File: src/rtl/bcd_scan_sequencer.sv
// bcd_scan_sequencer
//
// Converts a packed BCD word of NDIG digits into active-low 7-segment
// patterns. A single shared decoder walks the digits one per clock, from the
// most significant digit down. Each result lands in a shadow register, and
// the whole display is then updated in one commit cycle, so the HEX
// displays never show a mix of old and new digits.
//
// Ports
//   V_CLK   : system clock, rising edge
//   V_RST   : synchronous reset, active-high, aborts any running conversion
//   V_BCD   : packed BCD input, digit k = V_BCD[4k+3:4k]
//   V_LOAD  : start request, accepted only while V_BUSY is low
//   V_LZB   : leading-zero blanking enable, sampled together with V_LOAD
//   V_BUSY  : high from the load edge until the commit edge
//   V_DONE  : one-cycle pulse, high while the freshly committed value is shown
//   V_ERR   : set if the last committed value contained a digit 10..15
//   G_HEX   : segment patterns, digit k = G_HEX[7k+6:7k], bit 7k+6 = seg a

module bcd_scan_sequencer #(
  parameter int NDIG = 4
) (
  input  logic              V_CLK,
  input  logic              V_RST,
  input  logic [4*NDIG-1:0] V_BCD,
  input  logic              V_LOAD,
  input  logic              V_LZB,
  output logic              V_BUSY,
  output logic              V_DONE,
  output logic              V_ERR,
  output logic [7*NDIG-1:0] G_HEX
);

  // Index width has to stay at least one bit wide for the single-digit case.
  localparam int IW = (NDIG > 1) ? $clog2(NDIG) : 1;
  localparam logic [IW-1:0] LAST_IDX = IW'(NDIG - 1);
  localparam logic [6:0] BLANK = 7'b1111111;

  typedef enum logic [1:0] {
    IDLE,
    SCAN,
    COMMIT
  } state_t;

  state_t          state;
  state_t          state_next;

  logic [3:0]      bcd_q   [NDIG];
  logic [6:0]      shadow  [NDIG];
  logic [6:0]      hex_q   [NDIG];
  logic [IW-1:0]   idx;
  logic            lz_active;
  logic            err_acc;
  logic            err_q;
  logic            done_q;

  logic [3:0]      nibble;
  logic [6:0]      seg_dec;
  logic            nib_bad;
  logic            blank_lz;
  logic [6:0]      seg_store;

  // The one shared decoder. It always looks at the captured digit that the
  // scan index points at. Codes 10..15 decode to blank and are flagged.
  always_comb begin
    nibble  = bcd_q[idx];
    seg_dec = BLANK;
    nib_bad = 1'b0;
    case (nibble)
      4'd0:    seg_dec = 7'b0000001;
      4'd1:    seg_dec = 7'b1001111;
      4'd2:    seg_dec = 7'b0010010;
      4'd3:    seg_dec = 7'b0000110;
      4'd4:    seg_dec = 7'b1001100;
      4'd5:    seg_dec = 7'b0100100;
      4'd6:    seg_dec = 7'b0100000;
      4'd7:    seg_dec = 7'b0001111;
      4'd8:    seg_dec = 7'b0000000;
      4'd9:    seg_dec = 7'b0000100;
      default: begin
        seg_dec = BLANK;
        nib_bad = 1'b1;
      end
    endcase
  end

  // Blanking only holds while every more significant digit seen so far was
  // zero. Digit 0 is exempt so that a value of zero still shows "0". An
  // invalid code is nonzero, so it ends blanking like a real digit does.
  always_comb begin
    blank_lz  = lz_active && (nibble == 4'd0) && (idx != '0);
    seg_store = (blank_lz || nib_bad) ? BLANK : seg_dec;
  end

  // Next-state logic and the busy flag. Busy covers both SCAN and COMMIT,
  // so a load request that arrives during the commit cycle is dropped.
  always_comb begin
    state_next = state;
    V_BUSY     = 1'b0;
    case (state)
      IDLE: begin
        if (V_LOAD) begin
          state_next = SCAN;
        end
      end
      SCAN: begin
        V_BUSY = 1'b1;
        if (idx == '0) begin
          state_next = COMMIT;
        end
      end
      COMMIT: begin
        V_BUSY     = 1'b1;
        state_next = IDLE;
      end
      default: begin
        state_next = IDLE;
      end
    endcase
  end

  // State register plus datapath. Reset wipes the shadow registers as well
  // as the visible display, so an aborted scan leaves nothing behind.
  // V_DONE is registered from the COMMIT state, so it rises on the same
  // edge that loads the new G_HEX value.
  always_ff @(posedge V_CLK) begin
    if (V_RST) begin
      state     <= IDLE;
      idx       <= '0;
      lz_active <= 1'b0;
      err_acc   <= 1'b0;
      err_q     <= 1'b0;
      done_q    <= 1'b0;
      for (int k = 0; k < NDIG; k++) begin
        bcd_q[k]  <= 4'd0;
        shadow[k] <= BLANK;
        hex_q[k]  <= BLANK;
      end
    end else begin
      state  <= state_next;
      done_q <= (state == COMMIT);
      case (state)
        IDLE: begin
          if (V_LOAD) begin
            for (int k = 0; k < NDIG; k++) begin
              bcd_q[k] <= V_BCD[4*k +: 4];
            end
            idx       <= LAST_IDX;
            lz_active <= V_LZB;
            err_acc   <= 1'b0;
          end
        end
        SCAN: begin
          shadow[idx] <= seg_store;
          idx         <= idx - IW'(1);
          if (!blank_lz) begin
            lz_active <= 1'b0;
          end
          if (nib_bad) begin
            err_acc <= 1'b1;
          end
        end
        COMMIT: begin
          for (int k = 0; k < NDIG; k++) begin
            hex_q[k] <= shadow[k];
          end
          err_q <= err_acc;
        end
        default: begin
        end
      endcase
    end
  end

  // Pack the committed digits onto the output bus.
  always_comb begin
    G_HEX = '0;
    for (int k = 0; k < NDIG; k++) begin
      G_HEX[7*k +: 7] = hex_q[k];
    end
  end

  assign V_DONE = done_q;
  assign V_ERR  = err_q;

endmodule

File: config.mk
export PLATFORM = sky130hd
export DESIGN_NAME = bcd_scan_sequencer
export DESIGN_NICKNAME = d
export VERILOG_FILES = /design/src/rtl/bcd_scan_sequencer.sv
export SDC_FILE = /design/constraint.sdc
export NUM_CORES = 1
export LEC_CHECK = 0
export ABC_AREA = 1
export ABC_CLOCK_PERIOD_IN_PS = 2680
export BUFFER_PORTS_ARGS = -buffer_cell sky130_fd_sc_hd__buf_2
export CAP_MARGIN = 20
export CORE_ASPECT_RATIO = 0.7
export CORE_MARGIN = 2
export CORE_UTILIZATION = 35
export CTS_CLUSTER_DIAMETER = 120
export CTS_CLUSTER_SIZE = 14
export DETAILED_ROUTE_END_ITERATION = 10
export SLEW_MARGIN = 20
export SYNTH_ARGS = -nofsm -noshare
export SYNTH_HDL_FRONTEND = slang
export SYNTH_SLANG_ARGS = --single-unit
File: constraint.sdc
create_clock -name V_CLK -period 2.68 [get_ports V_CLK]
set_clock_uncertainty 0.2 [all_clocks]
set_input_delay 0.134 -clock V_CLK [delete_from_list [all_inputs] [get_ports V_CLK]]
set_output_delay 0.134 -clock V_CLK [all_outputs]
set_load 0.02 [all_outputs]
Word level (Yosys, flattened, before mapping)
Memories as Yosys holds them, arrays and structs flattened. A register that Yosys moved wholly into a read port is not among the register bits.
Cells that the tools add are included.

storage, ports and cells
  input bits = 20
  flip-flop bits (word level) = 8
  bits in writable memories = 72
  memories kept = 3
  bits in latches = 0
  logic and storage cells = 88
  output and inout bits = 31
  bits in read-only memories = 0

memory list
  name    depth  width  rd ports  clocked after Yosys merged registers in  write ports  RTL line  RTL
  hex_q   4      7      4         0                                        4            50        logic [6:0] hex_q [NDIG];
  shadow  4      7      4         0                                        4            49        logic [6:0] shadow [NDIG];
  bcd_q   4      4      1         1                                        4            48        logic [3:0] bcd_q [NDIG];

operators by class
  multipliers = 0
  bitwise operators = 8
  magnitude comparators = 0
  equal/unequal tests = 15
  reduce and logical (&&, ||, !) cells = 15
  divide/modulo/power cells = 0
  multiplexer cells = 40
  add/subtract/negate cells = 1
  shifts and indexed selects = 0

operators by type and width
  operator                                       number
  one-hot mux 7 bit (10 select lines)            1
  two-way mux 7 bit                              6
  two-way mux 1 bit                              19
  == test 4 x 3 -> 1 bit, second input constant  4
  two-way mux 4 bit                              4
  two-way mux 2 bit                              6
  OR reduction 10 bit                            1
  == test 4 x 2 -> 1 bit, second input constant  2
  == test 4 bit, second input constant           2
  != test 2 bit, second input constant           4
  OR 1 bit                                       8
  one-hot mux 2 bit (2 select lines)             2
  OR reduction 7 bit                             1
  AND reduction 3 bit                            2
  == test 4 x 1 -> 1 bit, second input constant  1
  logical NOT 2 bit                              2
  logical NOT 4 bit                              1
  one-hot mux 1 bit (2 select lines)             2
  AND reduction 2 bit                            2
  nonzero test 2 bit                             2
  == test 2 x 1 -> 1 bit, second input constant  1
  == test 2 bit, second input constant           1
  logical AND 1 bit                              2
  OR reduction 2 bit                             1
  other kinds (2)                                2

Depth between registers and ports, before layout
  depth in word-level cells = 6
  gate-level depth with buffers = 11
  depth with buffers taken out = 10

Worst setup path before layout
OpenSTA, ideal clock, no wires.

  path kind = register to register
  start = reg state[1]
  end = mem shadow[2][0] (enable)
  buffers on the path = 0
  period minus slack after synthesis = 2.161 ns
  arrival = 1.580 ns
  slack = 0.519 ns
  stages on the path, launching flop included = 9
  path through = dfxtp_1 inv_1 ha_1 inv_1 nor2_4 inv_1 nor2_1 inv_1 o21ai_0

RTL lines
  what                    RTL line  RTL
  from (decl)             45        state_t state;
  from (signal assigned)  140       state <= state_next;
  to (decl)               49

==> summary.txt <==
Status
  – Status: complete, no violations

Die
  – Core area: roughly 0.0097 mm²
  – IO Pins: 51
  – DIE HEIGHT: roughly 88 µm
  – Rows: 30
  – Initial Util: about 36%
  – Die area: around 0.011 mm²
  – Die width: about 120 µm

Cells and area
  – Flip-flop and latch area: ~0.0024 mm²
  – Fillcell total: about 910
  – Synthesis-to-layout area growth: 26.11%
  – # diodes: 0
  – Most common cell after layout, fill and taps aside: edfxtp_1
  – Nets: 403
  – Most frequent cells in the layout: edfxtp_1 (72), nand2_1 (50), buf_2 (50), inv_1 (33), nor2_1 (30)
  – Area taken by multi-input logic gates: around 950 µm²
  – Fraction of layout cells with a size suffix above 1: 31.33%

Pwr
  – Cell Pwr Density: 935.4 mW/mm²
  – P_leak: 1.551 nW
  – Power, Total: 4.133 mW
  – Max rail drop VDD: roughly 0.42 mV

CTS
  – Clk pin slew, worst setup/hold paths: roughly 60 ps
  – Clock Tree Root: clkbuf_16
  – Sink Count: 82
  – Post-cts resize count: 0
  – Clock tree buffer depth: 2
  – Clock Latency Late Sink: between 300 and 400 ps
  – Hold_buf cts: 19
  – Post-CTS setup buffers: 0
  – Inserted Clock Buffers: 9
  – # H-tree levels: 3
  – CTS tree: yes

Worst setup path
  – Crit Path Category: reg2reg
  – Crit path max fanout: 7
  – Startpoint class of the critical path: register
  – CP Capture Type: register
  – Worst endpoint required time: about 2600 ps
  – Worst path arrival time: between 2000 and 2500 ps

Global routing
  – All-Layer GR Usage: between 10% and 20%
  – Gr ovfl total: 0
  – Vias in the first global route: 2,149
  – Initial antenna violation count: 0
  – Pin count of the biggest net entering global routing: 30
  – First-pass GRT wire length: between 10,000 and 15,000 µm

Synthesis
  – Syn_area_per_cell: 11.64 µm²
  – Post-Synthesis Cells: about 300
  – Post-synthesis xor/xnor area fraction: 0%
  – Post-synth top flop: edfxtp_1
  – Asr flop ratio synth: 0%
  – Mux cell area share after synthesis: 0%
  – Compound-cell area share of the yosys netlist: under 10%
  – Post-Synth Simple-Gate Area: roughly 22%
  – YS warnings: 0
  – Synthesized-area fraction occupied by adder cells: under 10%
  – Cell Area, Synth: 0.003503 mm²
  – FF+latch count, synth: approximately 80
  – Cell taking the most area after synthesis: edfxtp_1
  – Post-synth top area share: about three fifths
  – Synth cell types: 29
  – Main combinational cell family by area after synthesis: simple AND/OR/NAND/NOR gates
  – Largest cells by area after synthesis: edfxtp_1 (62%), dfxtp_1 (5.7%), nand2_1 (5.4%)
  – Post-Syn Nets: between 300 and 400
  – Sequential fraction of the synthesis area: between 60% and 70%
  – EDFF count, synth: ~70

STA
  – Worst Max-Slew Pin Slew: 635.1 ps
  – Fin. max-slew vios: 0
  – TNS Setup: 0 ps
  – Finish-stage setup viols: 0
  – FMAX: ~450 MHz
  – Fin. Hold Viols: 0
  – Relative slew slack: between 50% and 60%
  – Setup WS post-layout: between 400 and 500 ps
  – Unrepaired setup endpoints after global routing: no
  – Tcrit/Tclk final: between 80% and 90%
  – Hold slack: 262.5 ps
  – Crit path time final: 2213 ps

Routing
  – DR WL met3: about 330 µm
  – Met2 wire length: between 2000 and 3000 µm
  – Number of vias per cell: 4.364
  – Met1 wire length: ~2900 µm
  – Total length of routed wires: 6075 µm
  – Wirelength per Cell: ~12 µm
  – Vias: about 2,200
  – Antenna Violating Nets Remaining: 0
  – Initial drt markers: 96
  – DRC errors left: 0
  – Top Layer Used: met4
  – First-pass detailed-route iteration total: 4

Placed design
  – Pre-CTS WS: ~440 ps
  – GP Congestion: between 0.7 and 0.8
  – Post-DP HPWL: around 4300 µm
  – PortBufs: 50

Job
  – # Max-Cap Violations: 0

Hold path
  – Worst hold path class: reg2reg
## final timing paths
path                                              endpoint  slack (ps)  cells past startpoint              startpoint
worst max register to register  shadow[0][0]$_SDFFCE_PN1P_         470                      9   state[1]$_SDFFE_PP0P_
worst min-delay path                lz_active$_SDFFE_PP0P_         260                      2  lz_active$_SDFFE_PP0P_
worst max-delay path            shadow[0][0]$_SDFFCE_PN1P_         470                      9   state[1]$_SDFFE_PP0P_
worst min register to register      lz_active$_SDFFE_PP0P_         260                      2  lz_active$_SDFFE_PP0P_
## critical path: stages, from the launching register on
cell	delay, ps
dfxtp_1	310
inv_1	110
ha_1	240
inv_1	130
nor2_4	170
inv_1	70
nor2_1	90
inv_1	80
nor2_1	370
nand4_1	180
## final cells by class
cell class,count,share of cell area [%]
clock inverter,7,2.266
tap,128,3.625
multi-input combinational,174,21.61
inverter,38,3.285
timing repair buffer,73,10.65
sequential,82,53.47
clock buffer,9,5.098
## through the flow
stage	cell area [µm²]	instances	utilization, %
floorplan	3503	301	-
global placement	3902	476	40.14
detailed placement	3902	476	40.14
CTS	4418	511	45.44
global route	4418	511	45.44
finish	4418	511	45.44
## kinds of logic (layout without fill, tap and decap cells)
| group | after synthesis | count (layout) |
|---|---|---|
| buf+inv | 45 | 127 |
| fa+ha+maj | 5 | 5 |
| simple gates | 150 | 150 |
| flops | 82 | 82 |
| compound gates | 19 | 19 |
## cells in the mapped netlist, types with 6 or more instances
cell type and count:
dfxtp_1 10, edfxtp_1 72, inv_1 33, nand2_1 50
nand3_1 17, nand4_1 6, nor2_1 30, o21ai_0 9
or2_2 28
## sequential cells by signal, summed over array words and instances, names as in the netlist, named ones only
signal,cells
idx,2
state,2
shadow,28
err_acc,1
lz_active,1
V_ERR,1
hex_q,28
V_DONE,1
bcd_q,16
## report_power, final
part	internal [mW]	switching [mW]
Sequential	1.59	0.0792
Clock	0.825	0.506
Combinational	0.341	0.796
Total	2.75	1.38
## layer usage
layer | up-vias | track usage, %
li1 | 1156 | -
met5 | - | 0
met3 | 8 | 4.948
met2 | 64 | 19.48
met4 | 0 | 5.165
met1 | 1002 | 15.93
(Power assumes the default switching activity.)
